<file path="config.mk">
export PLATFORM = sky130hd
export DESIGN_NAME = alarm_clock_core
export DESIGN_NICKNAME = d
export VERILOG_FILES = /design/src/rtl/alarm_clock_core.sv
export SDC_FILE = /design/constraint.sdc
export NUM_CORES = 1
export LEC_CHECK = 0
export ABC_AREA = 0
export CAP_MARGIN = 20
export CORE_MARGIN = 3
export CORE_UTILIZATION = 30
export CTS_BUF_LIST = sky130_fd_sc_hd__clkbuf_4
export CTS_CLUSTER_SIZE = 25
export DETAILED_ROUTE_END_ITERATION = 10
export PLACE_DENSITY = 0.59
export SKIP_CTS_REPAIR_TIMING = 1
export SYNTH_ARGS = -nofsm -noshare
export SYNTH_HDL_FRONTEND = slang
export SYNTH_SLANG_ARGS = --single-unit
</file>
<file path="constraint.sdc">
create_clock -name clk -period 2.6 [get_ports clk]
set_input_delay 0.78 -clock clk [delete_from_list [all_inputs] [get_ports clk]]
set_output_delay 0.78 -clock clk [all_outputs]
set_load 0.01 [all_outputs]
</file>
<file path="src/rtl/alarm_clock_core.sv">
// Single-clock timekeeping core: prescaled seconds tick, h:m:s/day counters,
// NA alarm slots and a ring/snooze sequencer feeding the display and buzzer.
//
// state     | meaning
// ----------+----------------------------------------------------
// ST_IDLE   | quiet, waiting for an alarm match after a time update
// ST_RING   | buzzer on, auto-off timer running
// ST_SNOOZE | buzzer off, snooze timer running until re-ring
module alarm_clock_core #(
    parameter int CLK_PER_SEC = 1,
    parameter int NA          = 2,
    parameter int NDAYS       = 7,
    parameter int SNOOZE_MIN  = 9,
    parameter int RING_SEC    = 60,
    localparam int ASW = (NA > 1) ? $clog2(NA) : 1,
    localparam int DW  = (NDAYS > 1) ? $clog2(NDAYS) : 1
) (
    input  logic           clk,
    input  logic           rst_n,
    input  logic           timeset,
    input  logic           alarmset,
    input  logic [ASW-1:0] asel,
    input  logic           minadv,
    input  logic           hrsadv,
    input  logic [NA-1:0]  alarmon,
    input  logic           snooze,
    input  logic           stop,
    output logic           tick,
    output logic [5:0]     sec,
    output logic [5:0]     min,
    output logic [4:0]     hrs,
    output logic [DW-1:0]  day,
    output logic [5:0]     amin,
    output logic [4:0]     ahrs,
    output logic           buzz,
    output logic [ASW-1:0] buzz_src
);

    localparam int PW           = (CLK_PER_SEC > 1) ? $clog2(CLK_PER_SEC) : 1;
    localparam int SNOOZE_TICKS = SNOOZE_MIN * 60;
    localparam int CNT_MAX      = (SNOOZE_TICKS > RING_SEC) ? SNOOZE_TICKS : RING_SEC;
    localparam int CW           = $clog2(CNT_MAX + 1);

    localparam logic [PW-1:0] PRE_LAST    = PW'(CLK_PER_SEC - 1);
    localparam logic [PW-1:0] PRE_ONE     = PW'(1);
    localparam logic [DW-1:0] DAY_LAST    = DW'(NDAYS - 1);
    localparam logic [DW-1:0] DAY_ONE     = DW'(1);
    localparam logic [CW-1:0] RING_LOAD   = CW'(RING_SEC);
    localparam logic [CW-1:0] SNOOZE_LOAD = CW'(SNOOZE_TICKS);
    localparam logic [CW-1:0] CNT_ONE     = CW'(1);

    localparam logic [1:0] ST_IDLE   = 2'd0;
    localparam logic [1:0] ST_RING   = 2'd1;
    localparam logic [1:0] ST_SNOOZE = 2'd2;

    function automatic logic [5:0] inc60(input logic [5:0] v);
        return (v == 6'd59) ? 6'd0 : v + 6'd1;
    endfunction

    function automatic logic [4:0] inc24(input logic [4:0] v);
        return (v == 5'd23) ? 5'd0 : v + 5'd1;
    endfunction

    logic [PW-1:0] pre_cnt;

    always_ff @(posedge clk or negedge rst_n) begin
        if (!rst_n) begin
            pre_cnt <= '0;
            tick    <= 1'b0;
        end else begin
            tick    <= (pre_cnt == PRE_LAST);
            pre_cnt <= (pre_cnt == PRE_LAST) ? '0 : pre_cnt + PRE_ONE;
        end
    end

    // upd_norm marks the cycle after a free-running time update; only then
    // may an alarm fire, so edits in set mode never trigger by themselves.
    logic upd_norm;

    always_ff @(posedge clk or negedge rst_n) begin
        if (!rst_n) begin
            sec      <= '0;
            min      <= '0;
            hrs      <= '0;
            day      <= '0;
            upd_norm <= 1'b0;
        end else begin
            upd_norm <= tick && !timeset;
            if (tick) begin
                if (timeset) begin
                    if (minadv) min <= inc60(min);
                    if (hrsadv) hrs <= inc24(hrs);
                end else begin
                    sec <= inc60(sec);
                    if (sec == 6'd59) begin
                        min <= inc60(min);
                        if (min == 6'd59) begin
                            hrs <= inc24(hrs);
                            if (hrs == 5'd23)
                                day <= (day == DAY_LAST) ? '0 : day + DAY_ONE;
                        end
                    end
                end
            end
        end
    end

    logic [5:0] amin_r [NA];
    logic [4:0] ahrs_r [NA];
    logic       asel_ok;
    logic       aset_en;

    assign asel_ok = (32'(asel) < 32'(NA));
    assign aset_en = tick && alarmset && !timeset && asel_ok;

    always_ff @(posedge clk or negedge rst_n) begin
        if (!rst_n) begin
            for (int i = 0; i < NA; i++) begin
                amin_r[i] <= '0;
                ahrs_r[i] <= '0;
            end
        end else begin
            for (int i = 0; i < NA; i++) begin
                if (aset_en && (asel == ASW'(i))) begin
                    if (minadv) amin_r[i] <= inc60(amin_r[i]);
                    if (hrsadv) ahrs_r[i] <= inc24(ahrs_r[i]);
                end
            end
        end
    end

    assign amin = asel_ok ? amin_r[asel] : 6'd0;
    assign ahrs = asel_ok ? ahrs_r[asel] : 5'd0;

    logic [NA-1:0]  hit;
    logic [ASW-1:0] trig_src;
    logic           trig;

    // Descending scan so the lowest matching slot is the one left in trig_src.
    always_comb begin
        hit      = '0;
        trig_src = '0;
        for (int i = 0; i < NA; i++)
            hit[i] = alarmon[i] && (amin_r[i] == min) && (ahrs_r[i] == hrs);
        for (int i = NA - 1; i >= 0; i--)
            if (hit[i]) trig_src = ASW'(i);
    end

    assign trig = upd_norm && (sec == 6'd0) && (|hit);

    logic [1:0]    state;
    logic [CW-1:0] cnt;
    logic          src_on;

    assign src_on = alarmon[buzz_src];

    always_ff @(posedge clk or negedge rst_n) begin
        if (!rst_n) begin
            state    <= ST_IDLE;
            cnt      <= '0;
            buzz_src <= '0;
        end else begin
            case (state)
                ST_IDLE: begin
                    if (trig) begin
                        state    <= ST_RING;
                        cnt      <= RING_LOAD;
                        buzz_src <= trig_src;
                    end
                end
                ST_RING: begin
                    if (stop || !src_on) begin
                        state <= ST_IDLE;
                    end else if (snooze) begin
                        state <= ST_SNOOZE;
                        cnt   <= SNOOZE_LOAD;
                    end else if (tick) begin
                        if (cnt == CNT_ONE) state <= ST_IDLE;
                        else                cnt   <= cnt - CNT_ONE;
                    end
                end
                ST_SNOOZE: begin
                    if (stop || !src_on) begin
                        state <= ST_IDLE;
                    end else if (tick) begin
                        if (cnt == CNT_ONE) begin
                            state <= ST_RING;
                            cnt   <= RING_LOAD;
                        end else begin
                            cnt <= cnt - CNT_ONE;
                        end
                    end
                end
                default: state <= ST_IDLE;
            endcase
        end
    end

    assign buzz = (state == ST_RING);

endmodule
</file>
==> impl_metrics.env <==
export IMPL_final_area_um2=4620
export IMPL_p_comb_share_pct=36.9
export IMPL_cts_tree="built"
export IMPL_status="finished, final reports clean"
export IMPL_grt_usage_pct=14.4
export IMPL_final_hold_viol_count=0
export IMPL_internal_power_mw=2.31
export IMPL_swShare_pct=36.1
export IMPL_drt_iter0_drc=113
export IMPL_multiInputGateArea_um2=2050
export IMPL_design_die_area_um2=13200
export IMPL_relSlewSlack_pct=34.8
export IMPL_hp_class="input pin to asynchronous set/reset pin"
export IMPL_syn2layout_area_growth_pct=29.9
export IMPL_yosys_warnings=0
export IMPL_path_cells="dlymetal6s2s_1, clkbuf_16, mux2_2, dlymetal6s2s_1"
export IMPL_critPathBufInv=3
export IMPL_placementRows=39
export IMPL_cp_required_ns=1.82
export IMPL_firstDrtPassIters=4
export IMPL_num_antenna_cells=0
export IMPL_fin_nets=477
export IMPL_start_kind="input pin"
export IMPL_antenna_found_initial=0
export IMPL_ys_seq_elements=57
export IMPL_path_clk_slew_ns=0.11
export IMPL_drt_wirelength_per_cell_um=14.9
export IMPL_insertion_delay_ns=0.39
export IMPL_grt_pass1_wl_um=15400
export IMPL_drive_gt1_share_pct=17.9
export IMPL_port_buffers=44
export IMPL_p_clk_share_pct=23.6
export IMPL_htreeDepth=3
export IMPL_grt_max_degree=58
export IMPL_worstPathArrival_ns=1.68
export IMPL_synth_edf_count=0
export IMPL_tightestPinTransition_ns=0.972
export IMPL_synth_cells=381
export IMPL_die_h_um=115
export IMPL_cp_slowest_cell="mux2_2"
export IMPL_rsz0062_at_grt="false"
export IMPL_fin_skew_ns=0.0153
export IMPL_synthesis_area_um2=3560
export IMPL_maxCapViolations=0
export IMPL_crit_top_cell="dlymetal6s2s_1"
export IMPL_cp_max_fo=7
export IMPL_cts_sinks=57
export IMPL_hpwl_um=6620
export IMPL_power_density_nw_per_um2=784
export IMPL_grt_ovfl_total=0
export IMPL_final_max_slew_viol_count=0
export IMPL_ys_flop_type="dfrtp_1"
export IMPL_critPathMaxStageDelay_ns=0.33
export IMPL_yosysSeqAreaShare_pct=40.1
export IMPL_synthDistinctLibCells=48
export IMPL_cp_top_family="buffers and inverters"
export IMPL_p_leak_nw=2.14
export IMPL_min_period_ns=2.46
export IMPL_ir_drop_v=0.000593
export IMPL_fmax_ghz=0.406
export IMPL_cts_buffers=9
export IMPL_clk_path_buf_depth=2
export IMPL_via_count=3031
export IMPL_io_pin_count=45
export IMPL_die_width_um=115
export IMPL_place_area_um2=4360
export IMPL_nFillCells=1156
export IMPL_drt_drc_violations_left=0
export IMPL_syn_nets=406
export IMPL_synth_area_per_cell_um2=9.34
export IMPL_synth_async_reset_ratio_pct=100
export IMPL_drtAntennaViolNets=0
export IMPL_holdWs_ns=0.389
export IMPL_cts_root_buf="clkbuf_4"
export IMPL_power_mw=3.63
export IMPL_p_seq_share_pct=39.4
export IMPL_core_area_um2=11500
export IMPL_final_seq_area_um2=1430
export IMPL_final_setup_viol_count=0
export IMPL_floorplan_initialDensity_pct=30.9
export IMPL_routed_wl_um=8940
export IMPL_grt_pass1_vias=3095
export IMPL_period_share_pct=94.7
export IMPL_place_congestion=0.796
export IMPL_worstSetupEndpointType="output pin"
export IMPL_setup_worst_path_class="input pin to output pin"
export IMPL_p_sw_mw=1.31
export IMPL_viasPerCell=5.05
==> final timing paths <==
kind	startpoint	to	slack (ns)	depth (start not counted)
min	rst_n	state[0]	0.39	2
max	asel	amin[5]	0.14	4
max in group asynchronous	rst_n	amin_r[2]	1.94	2
min in group clk	cnt[8]	cnt[8]	0.50	1
min reg2reg	cnt[8]	cnt[8]	0.50	1
max reg2reg	state[0]	cnt[6]	0.26	8
==> synthesized netlist by cell type (4+ instances only) <==
master,instances,share of area [%]
a21oi_1,10,1.4
and3_1,5,0.88
dfrtp_1,57,40
nand2b_1,6,1.1
nand4_1,12,2.1
nand3_1,16,2.2
mux2_2,23,7.3
buf_2,5,0.70
inv_1,10,1.1
xnor2_1,24,5.9
nor3_1,14,2.0
a21o_1,6,1.3
o31ai_1,7,1.5
nor2b_1,5,0.88
xor2_1,4,0.98
nand2_1,48,5.1
ha_1,14,4.9
nor2_1,26,2.7
o21ai_0,29,4.1
mux2i_1,5,1.4
clkbuf_1,9,0.95
==> metal layers <==
layer,track usage (%),routed length [um],up-vias
li1,-,-,1517
met3,2.68,332,7
met5,0,0,-
met2,23.5,4090,56
met1,19.5,4440,1451
met4,4.07,85,0
==> state kept, by name, indices dropped and copies added, names as in the netlist <==
register	flops
tick	1
state	2
upd_norm	1
ahrs_r	10
day	3
amin_r	12
buzz_src	1
cnt	10
sec	6
hrs	5
min	6
==> power by group through the flow <==
stage	Clock (mW)	Sequential, mW	Combinational, mW
after detailed placement	0	1.45	1.35
after CTS	0.885	1.43	1.36
after floorplan	0	1.36	0.841
after global placement	0	1.44	1.31
after global routing	0.921	1.48	1.51
final	0.857	1.43	1.34
==> placed cells by master, fill, tap and decap left out, types with 4 or more instances in the layout <==
cell type,count
a21o_1,6
a21oi_1,10
and3_1,5
buf_4,28
clkbuf_4,11
clkdlybuf4s50_1,30
dfrtp_1,57
dlymetal6s2s_1,13
ha_1,13
inv_1,10
mux2_2,23
mux2i_1,5
nand2_1,48
nand2b_1,6
nand3_1,16
nand4_1,12
nor2_1,26
nor2b_1,5
nor3_1,14
o21ai_0,29
o31ai_1,7
xnor2_1,24
xor2_1,4
==> area by class of cell <==
cell class	instances	share of cell area (%)
Clock buffer	11	1.79
Sequential cell	57	30.8
Multi-Input combinational cell	299	44.4
Inverter	10	0.812
Clock inverter	5	2.25
Timing Repair Buffer	75	16.1
Tap cell	143	3.87
==> cells by family (layout without fill, tap and decap cells) <==
kind of cell / Yosys count / count (layout) / share of synthesized area [%]
and+or+nand+nor: 155 / 155 / 23.1
AOI/OAI and AO/OA: 73 / 73 / 13.5
DFF: 57 / 57 / 40.1
xor gates and xnor gates: 28 / 28 / 6.89
muxes: 28 / 28 / 8.68
buffers and inverters: 25 / 101 / 2.81
adders and majority gates: 14 / 14 / 4.92
other: 1 / 1 / 0.105
==> through the flow <==
step                      instances  TNS, ns  utilization [%]  setup slack, ns
after floorplan                 381        0                -            0.319
after global placement          583    -6.32             37.9           -0.429
after detailed placement        583    -6.97             37.9           -0.461
after CTS                       599    -4.95             39.5           -0.460
after global routing            600        0             40.2           0.0145
final                           600        0             40.2            0.139
Note: power is estimated with default switching activity, not from simulation.
